### src/rtl/core_pkg.sv
// Shared pipeline-hazard types and constants: forwarding select encodings,
// the per-stage destination tag, and the producer/consumer match test.
package core_pkg;

    localparam logic [1:0] FWD_RF   = 2'b00;
    localparam logic [1:0] FWD_WB   = 2'b01;
    localparam logic [1:0] FWD_MEM  = 2'b10;
    localparam logic [1:0] FWD_RSVD = 2'b11;

    typedef struct packed {
        logic       valid;
        logic [4:0] rd;
        logic       reg_write;
        logic       mem_read;
    } hz_tag_t;

    localparam int      HZ_TAG_W      = $bits(hz_tag_t);
    localparam hz_tag_t HZ_TAG_BUBBLE = '0;

    // x0 is hardwired to zero, so a write to it never produces a forwardable value.
    function automatic logic tag_match(input hz_tag_t prod, input logic [4:0] src,
                                       input logic use_src);
        return prod.valid & prod.reg_write & (prod.rd != 5'd0) & (prod.rd == src) & use_src;
    endfunction

endpackage

### src/rtl/hazard_tag_stage.sv
// One pipeline-stage destination tag: loads the upstream tag when enabled,
// otherwise collapses to a bubble. Resets to a bubble.
module hazard_tag_stage
    import core_pkg::*;
(
    input  logic    clk,
    input  logic    rst_n,
    input  logic    load,
    input  hz_tag_t tag_in,
    output hz_tag_t tag_out
);

    hz_tag_t tag_d;
    hz_tag_t tag_q;

    always_comb begin
        tag_d = HZ_TAG_BUBBLE;
        if (load) begin
            tag_d = tag_in;
        end
    end

    always_ff @(posedge clk or negedge rst_n) begin
        if (!rst_n) begin
            tag_q <= HZ_TAG_BUBBLE;
        end else begin
            tag_q <= tag_d;
        end
    end

    assign tag_out = tag_q;

endmodule

### src/rtl/hazard_forward_unit.sv
// EX/MEM/WB destination tracking, registered operand-forward selects,
// load-use stall detection, branch-redirect kill and a saturating stall counter.
module hazard_forward_unit
    import core_pkg::*;
#(
    parameter int XLEN_CNT = 32
) (
    input  logic                clk,
    input  logic                rst_n,
    input  logic                id_valid,
    input  logic [4:0]          id_rs1,
    input  logic [4:0]          id_rs2,
    input  logic                id_use_rs1,
    input  logic                id_use_rs2,
    input  logic [4:0]          id_rd,
    input  logic                id_reg_write,
    input  logic                id_mem_read,
    input  logic                ex_redirect,
    output logic                stall,
    output logic [1:0]          fwd_a,
    output logic [1:0]          fwd_b,
    output logic [XLEN_CNT-1:0] stall_count
);

    localparam int N_STAGES = 3;

    hz_tag_t       id_tag;
    hz_tag_t       stage_in  [N_STAGES];
    hz_tag_t       stage_out [N_STAGES];
    logic [N_STAGES-1:0] stage_load;
    hz_tag_t       ex_tag;
    hz_tag_t       mem_tag;

    logic          load_use_hit;
    logic          stall_int;
    logic          ex_load;

    logic [1:0]    fwd_a_d, fwd_a_q;
    logic [1:0]    fwd_b_d, fwd_b_q;
    logic [XLEN_CNT-1:0] stall_count_d, stall_count_q;

    // Nearest producer wins; a load still in EX is covered by the stall instead.
    function automatic logic [1:0] fwd_select(input hz_tag_t ex_t, input hz_tag_t mem_t,
                                              input logic [4:0] src, input logic use_src);
        logic [1:0] sel;
        sel = FWD_RF;
        if (tag_match(ex_t, src, use_src) && !ex_t.mem_read) begin
            sel = FWD_MEM;
        end else if (tag_match(mem_t, src, use_src)) begin
            sel = FWD_WB;
        end
        return sel;
    endfunction

    always_comb begin
        id_tag           = HZ_TAG_BUBBLE;
        id_tag.valid     = id_valid;
        id_tag.rd        = id_rd;
        id_tag.reg_write = id_reg_write;
        id_tag.mem_read  = id_mem_read;
    end

    // Stage 0 is EX (fed from ID, may bubble); MEM and WB always advance.
    genvar gi;
    generate
        for (gi = 0; gi < N_STAGES; gi++) begin : g_stage
            if (gi == 0) begin : g_ex
                assign stage_in[gi]   = id_tag;
                assign stage_load[gi] = ex_load;
            end else begin : g_tail
                assign stage_in[gi]   = stage_out[gi-1];
                assign stage_load[gi] = 1'b1;
            end

            hazard_tag_stage u_tag (
                .clk     (clk),
                .rst_n   (rst_n),
                .load    (stage_load[gi]),
                .tag_in  (stage_in[gi]),
                .tag_out (stage_out[gi])
            );

            a_bubble_is_zero: assert property (@(posedge clk) disable iff (!rst_n)
                stage_out[gi].valid || (stage_out[gi] == HZ_TAG_BUBBLE));
        end
    endgenerate

    assign ex_tag  = stage_out[0];
    assign mem_tag = stage_out[1];

    // Redirect dominates: a killed ID instruction can never request a stall.
    always_comb begin
        load_use_hit = ex_tag.mem_read &
                       (tag_match(ex_tag, id_rs1, id_use_rs1) |
                        tag_match(ex_tag, id_rs2, id_use_rs2));
        stall_int    = id_valid & !ex_redirect & load_use_hit;
        ex_load      = id_valid & !stall_int & !ex_redirect;
    end

    always_comb begin
        fwd_a_d = FWD_RF;
        fwd_b_d = FWD_RF;
        if (ex_load) begin
            fwd_a_d = fwd_select(ex_tag, mem_tag, id_rs1, id_use_rs1);
            fwd_b_d = fwd_select(ex_tag, mem_tag, id_rs2, id_use_rs2);
        end
    end

    always_comb begin
        stall_count_d = stall_count_q;
        if (stall_int && (stall_count_q != {XLEN_CNT{1'b1}})) begin
            stall_count_d = stall_count_q + XLEN_CNT'(1);
        end
    end

    always_ff @(posedge clk or negedge rst_n) begin
        if (!rst_n) begin
            fwd_a_q       <= FWD_RF;
            fwd_b_q       <= FWD_RF;
            stall_count_q <= '0;
        end else begin
            fwd_a_q       <= fwd_a_d;
            fwd_b_q       <= fwd_b_d;
            stall_count_q <= stall_count_d;
        end
    end

    a_fwd_never_rsvd: assert property (@(posedge clk) disable iff (!rst_n)
        (fwd_a_q != FWD_RSVD) && (fwd_b_q != FWD_RSVD));

    assign stall       = stall_int;
    assign fwd_a       = fwd_a_q;
    assign fwd_b       = fwd_b_q;
    assign stall_count = stall_count_q;

endmodule

### config.mk
export PLATFORM = sky130hd
export DESIGN_NAME = hazard_forward_unit
export DESIGN_NICKNAME = d
export VERILOG_FILES = /design/src/rtl/core_pkg.sv /design/src/rtl/hazard_tag_stage.sv /design/src/rtl/hazard_forward_unit.sv
export SDC_FILE = /design/constraint.sdc
export NUM_CORES = 1
export LEC_CHECK = 0
export ABC_AREA = 1
export CAP_MARGIN = 25
export CORE_MARGIN = 5
export CORE_UTILIZATION = 48
export DETAILED_ROUTE_END_ITERATION = 6
export GPL_TIMING_DRIVEN = 0
export PLACE_DENSITY = 0.77
export SYNTH_ARGS = -nofsm -noshare
export SYNTH_HDL_FRONTEND = slang
export SYNTH_HIERARCHICAL = 1
export SYNTH_SLANG_ARGS = --single-unit
### constraint.sdc
create_clock -name clk -period 1.49 [get_ports clk]
set_input_delay 0.298 -clock clk [delete_from_list [all_inputs] [get_ports clk]]
set_output_delay 0.298 -clock clk [all_outputs]
set_load 0.1 [all_outputs]
Yosys cells after proc, flatten, opt, wreduce, memory -nomap -nowiden

Index checks and enable logic that the tools add are counted.
Widths: inputs -> output; s select.

Register bits: 51
Input port bits: 23
Word-level logic and storage cells: 49

$add $sub $neg: 1
Eq/ne operators: 5
Multiplexer cells: 7
Bitwise operators: 18
Reduce and logical (&&, ||, !) cells: 8

Operator list:

| kind                  | count |
|---|---|
| $add 32x1->32 const B | 1 |
| $ne 32x32->1 const B  | 1 |
| $eq 5x5->1            | 4 |
| $and 1x1->1           | 17 |
| $reduce_bool 5->1     | 2 |
| $mux 2                | 4 |
| $mux 8                | 1 |
| $logic_and 1x1->1     | 3 |
| $logic_not 1->1       | 3 |
| $mux 1                | 2 |
| $or 1x1->1            | 1 |

Logic depth before layout (Yosys ltp)

Depth in word-level cells: 11
Mapped depth: 13

Cells and area by module

The synthesis kept the hierarchy.

Modules (own cells, without submodules):

| module              | instances | cells each | area an instance (µm²) |
|---|---|---|---|
| hazard_forward_unit | 1         | 388        | 2731.4 |
| hazard_tag_stage    | 2         | 25         | 265.3 |

Worst setup path before layout

Ideal clock, no wire load.

Path kind: register to register
Start point: register stall_count_q[0] (netlist: stall_count[0])
End point: register stall_count_q[0] (netlist: stall_count[0])
Setup time: 0.120 ns
Arrival: 2.200 ns
Data required time: 1.370 ns
Setup slack: -0.830 ns
Stages on the path, launching flop included: 12
Buffers on the path: 1
Period minus slack after synthesis: 2.320 ns
Cell sequence: dfrtp_1 -> ha_1 -> nand3_2 -> inv_2 -> nand2_2 -> nor2_2 -> nand2_1 -> inv_2 -> nor2_8 -> buf_12 -> nand2_2 -> nand2_1

Cells in the longest elaborated chain, start to end: 2
Elaborated cells between the ends (all ways): 3
Those cells by class: 1 x add/sub; 1 x eq/ne; 1 x reduce/logical

Ends and longest elaborated chain:

| item                                                  | line                       | source |
|---|---|---|
| start, declared                                       | hazard_forward_unit.sv:40  | `logic [XLEN_CNT-1:0] stall_count_d, stall_count_q;` |
| start signal, assigned                                | hazard_forward_unit.sv:124 | `stall_count_q <= stall_count_d;` |
| branches (longest 2 deep; another with $add 32x1->32) | --                         |  |

Parallel ways; which one is timed is not known.
A chain may end at the register's enable or synchronous reset.

Worst setup path after layout

Start point: register g_stage[0].u_tag.tag_q (netlist bit g_stage[0].u_tag/tag_out[5])
End point: output port stall

Cells in the longest elaborated chain, start to end: 7
Elaborated cells between the ends (all ways): 11
Those cells by class: 2 x eq/ne; 8 x bitwise; 1 x reduce/logical

Ends and longest elaborated chain:

| item                     | line                      | source |
|---|---|---|
| start, declared          | hazard_tag_stage.sv:14    | `hz_tag_t tag_q;` |
| start signal, assigned   | hazard_tag_stage.sv:27    | `tag_q <= tag_d;` |
| $reduce_bool 5->1        | core_pkg.sv:23            | `return prod.valid & prod.reg_write & (prod.rd != 5'd0) & (prod.rd == src) & use_src;` |
| $and 1x1->1 (3 in a row) | core_pkg.sv:23            |  |
| $or 1x1->1 (*)           | hazard_forward_unit.sv:94 | `(tag_match(ex_tag, id_rs1, id_use_rs1) \|` |
| $and 1x1->1 (*)          | hazard_forward_unit.sv:93 | `load_use_hit = ex_tag.mem_read &` |
| $and 1x1->1 (*)          | hazard_forward_unit.sv:96 | `stall_int = id_valid & !ex_redirect & load_use_hit;` |
| end, declared            | hazard_forward_unit.sv:19 | `output logic stall,` |

Mark *: on every way between the ends. The rest lies on a longest branch, timed or not.

==> run summary <==
final setup fails = 41
area grow syn2layout = 28.1%
data required time of the worst path = 1190 ps
Worst R2R End = stall_count[28]$_DFFE_PN0P_
slowest CP cell = dfrtp_2
htree depth = 2
Total Wirelength = 7.89 mm
crit path launch type = flip-flop
worst hold stages = 6
Worst path max stage delay = 420 ps
via/cell ratio = 5.02
setup slack, reg-to-reg = -410 ps
antenna fix cells = 0
Die Width = 92.0 µm
detailed-route via count = 2954
Worst Setup End Kind = primary output
worst path cell trace = inv_2 > nand2_1 > o21ai_1 > nor2_2 > nand3_2 > nand2_4 > nand3_4 > clkinvlp_4 > buf_12
share of layout cells above drive strength 1 = 31.9%
Worst EP arrival = 1620 ps
Final Cycle Share = 129%
first-pass GRT wire length = 13.8 mm
maximum fanout along the worst path = 4
Max VDD drop = 0.535 mV
clk_skew = 7.30 ps
placed cell count = 572
First-pass DRT Iterations = 5
r2r startpoint = g_stage[0].u_tag/tag_out[5]$_DFF_PN0_
Post-DRT Antenna Nets = 0
WL per Instance = 13.4 µm
yosys warns = 6
clock insertion delay at the later pin of the skew report = 300 ps
Max Cap Viol = 0
clk slew on worst S/H paths = 90 ps
Period minus WS final = 1920 ps
Starting Density = 50.0%
CTS Sinks = 51
setup ws final = -429 ps
port bufs = 59
clock buffers created by TritonCTS = 5
Syn Nets = 459
power per cell area = 583 nW/µm²
CTS Root Cell = clkbuf_8
num ports = 60
worst hold margin = 464 ps
Die Y = 92.0 µm
largest net degree at the start of global routing = 33
Hold Crit Start = id_rs1[0]
RSZ-0062 raised after global routing = true
core box area = 6460 µm²
DP HPWL = 6.25 mm
gpl congestion = 0.939
Starting DRT DRC Count = 186
Worst Hold End = fwd_a[0]$_DFF_PN0_
clk buf depth = 2
failing checks = negative setup slack
worst reg2reg path depth = 13
Mapped Area = 3230 µm²
final net count = 534
status = finished with violations
Setup Crit Path Kind = flip-flop to primary output
total grt overflow = 0
placement row count = 29
Hold Path Class = primary input to flip-flop
final hold violations = 0
Mapped Cells = 435
GRT Total Usage = 20.0%
vias in the first global route = 2844
CTS tree = yes
# DRC = 0
non-filler cells, final = 588
initial antenna violation count = 0
DP Worst Slack = -1560 ps
full die area = 8470 µm²
P_leak = 2.07 nW
final core area utilization = 64.1%
fmax = 521 MHz
count of final max-slew check failures = 0
Syn Area/Cell = 7.42 µm²
==> area by class of cell <==
| class | count | area [µm²] |
|---|---|---|
| clock buffer | 7 | 86.3 |
| inverter | 52 | 199 |
| timing repair buffer | 68 | 598 |
| fill | 594 | 2320 |
| multi-input combinational | 324 | 1710 |
| tap | 77 | 96.3 |
| sequential | 51 | 1350 |
| clock inverter | 1 | 5.00 |
| buffer | 8 | 92.6 |
==> registers in the layout (all words and copies together) (netlist names) <==
register	flops
fwd_a	2
fwd_b	2
stall_count	32
g_stage.u_tag/tag_out	15
==> through the flow <==
stage               instance area [µm²]  TNS (ps)  power [mW]
CTS                                4060    -12560        2.44
finish                             4140    -14450        2.41
detailed placement                 4030    -37940        1.63
floorplan                          3320     -8600        1.51
global route                       4140    -20550        2.52
global placement                   4010   -114930        1.62
==> cell usage in the layout, fill, tap and decap left out, types with 2 or more instances in the layout <==
cell	n
nand4_1	6
o22ai_1	3
nor2_1	39
nand3_2	3
o21ai_1	2
buf_12	5
clkdlybuf4s18_2	2
dfrtp_1	16
nand2_2	36
clkbuf_8	6
dlygate4sd2_1	5
dfrtp_2	23
clkdlybuf4s50_1	13
nor2_2	7
clkbuf_4	16
a21oi_1	4
nand3_4	2
xor2_1	28
xnor2_1	7
dlymetal6s2s_1	3
nor3_1	16
nand2_1	151
buf_4	19
buf_2	10
inv_2	9
nand3_1	7
a21oi_2	2
dfrtp_4	12
inv_1	42
==> power by group <==
part	total (mW)	switching (mW)	internal [mW]
Clock	0.810	0.434	0.376
Combinational	0.193	0.104	0.0891
Sequential	1.41	0.0144	1.40
==> how the worst max path moves through the flow <==
stage / startpoint / to / slack [ps] / cells after the start
floorplan: stall_count[0]$_DFFE_PN0P_ / stall_count[17]$_DFFE_PN0P_ / -270 / 11
global placement: rst_n / stall_count[15]$_DFFE_PN0P_ / -1730 / 1
detailed placement: id_rs2[3] / stall / -1560 / 10
CTS: g_stage[0].u_tag/tag_out[5]$_DFF_PN0_ / stall / -500 / 9
global route: g_stage[0].u_tag/tag_out[6]$_DFF_PN0_ / stall / -560 / 10
finish: g_stage[0].u_tag/tag_out[5]$_DFF_PN0_ / stall / -430 / 9
==> worst max-delay path: cells and delay by family, from the launching register on <==
family	cells	cell delay, ps
AO/OA/AOI/OAI	1	90
flip-flops	1	420
buffers and inverters	3	310
AND/OR/NAND/NOR	5	490
==> what timing repair did <==
item                                   in CTS  in global routing
setup endpoints to repair                  77                 64
setup buffers                               7                  3
hold buffers                                1                  0
gates resized for setup                   200                 36
cloned                                      0                  1
endpoints found under the hold margin      19                  0
pin swaps                                   8                 10
==> layer usage <==
layer  global-route usage (%)  part of all wire, %  vias to the layer above
met3                     3.44                  4.9                        8
met1                     28.9                   48                     1388
met2                     31.6                   46                       87
met5                        0                    0                        -
met4                     4.21                 0.86                        0
li1                         -                    -                     1471
Note: power is estimated with default switching activity, not from simulation.
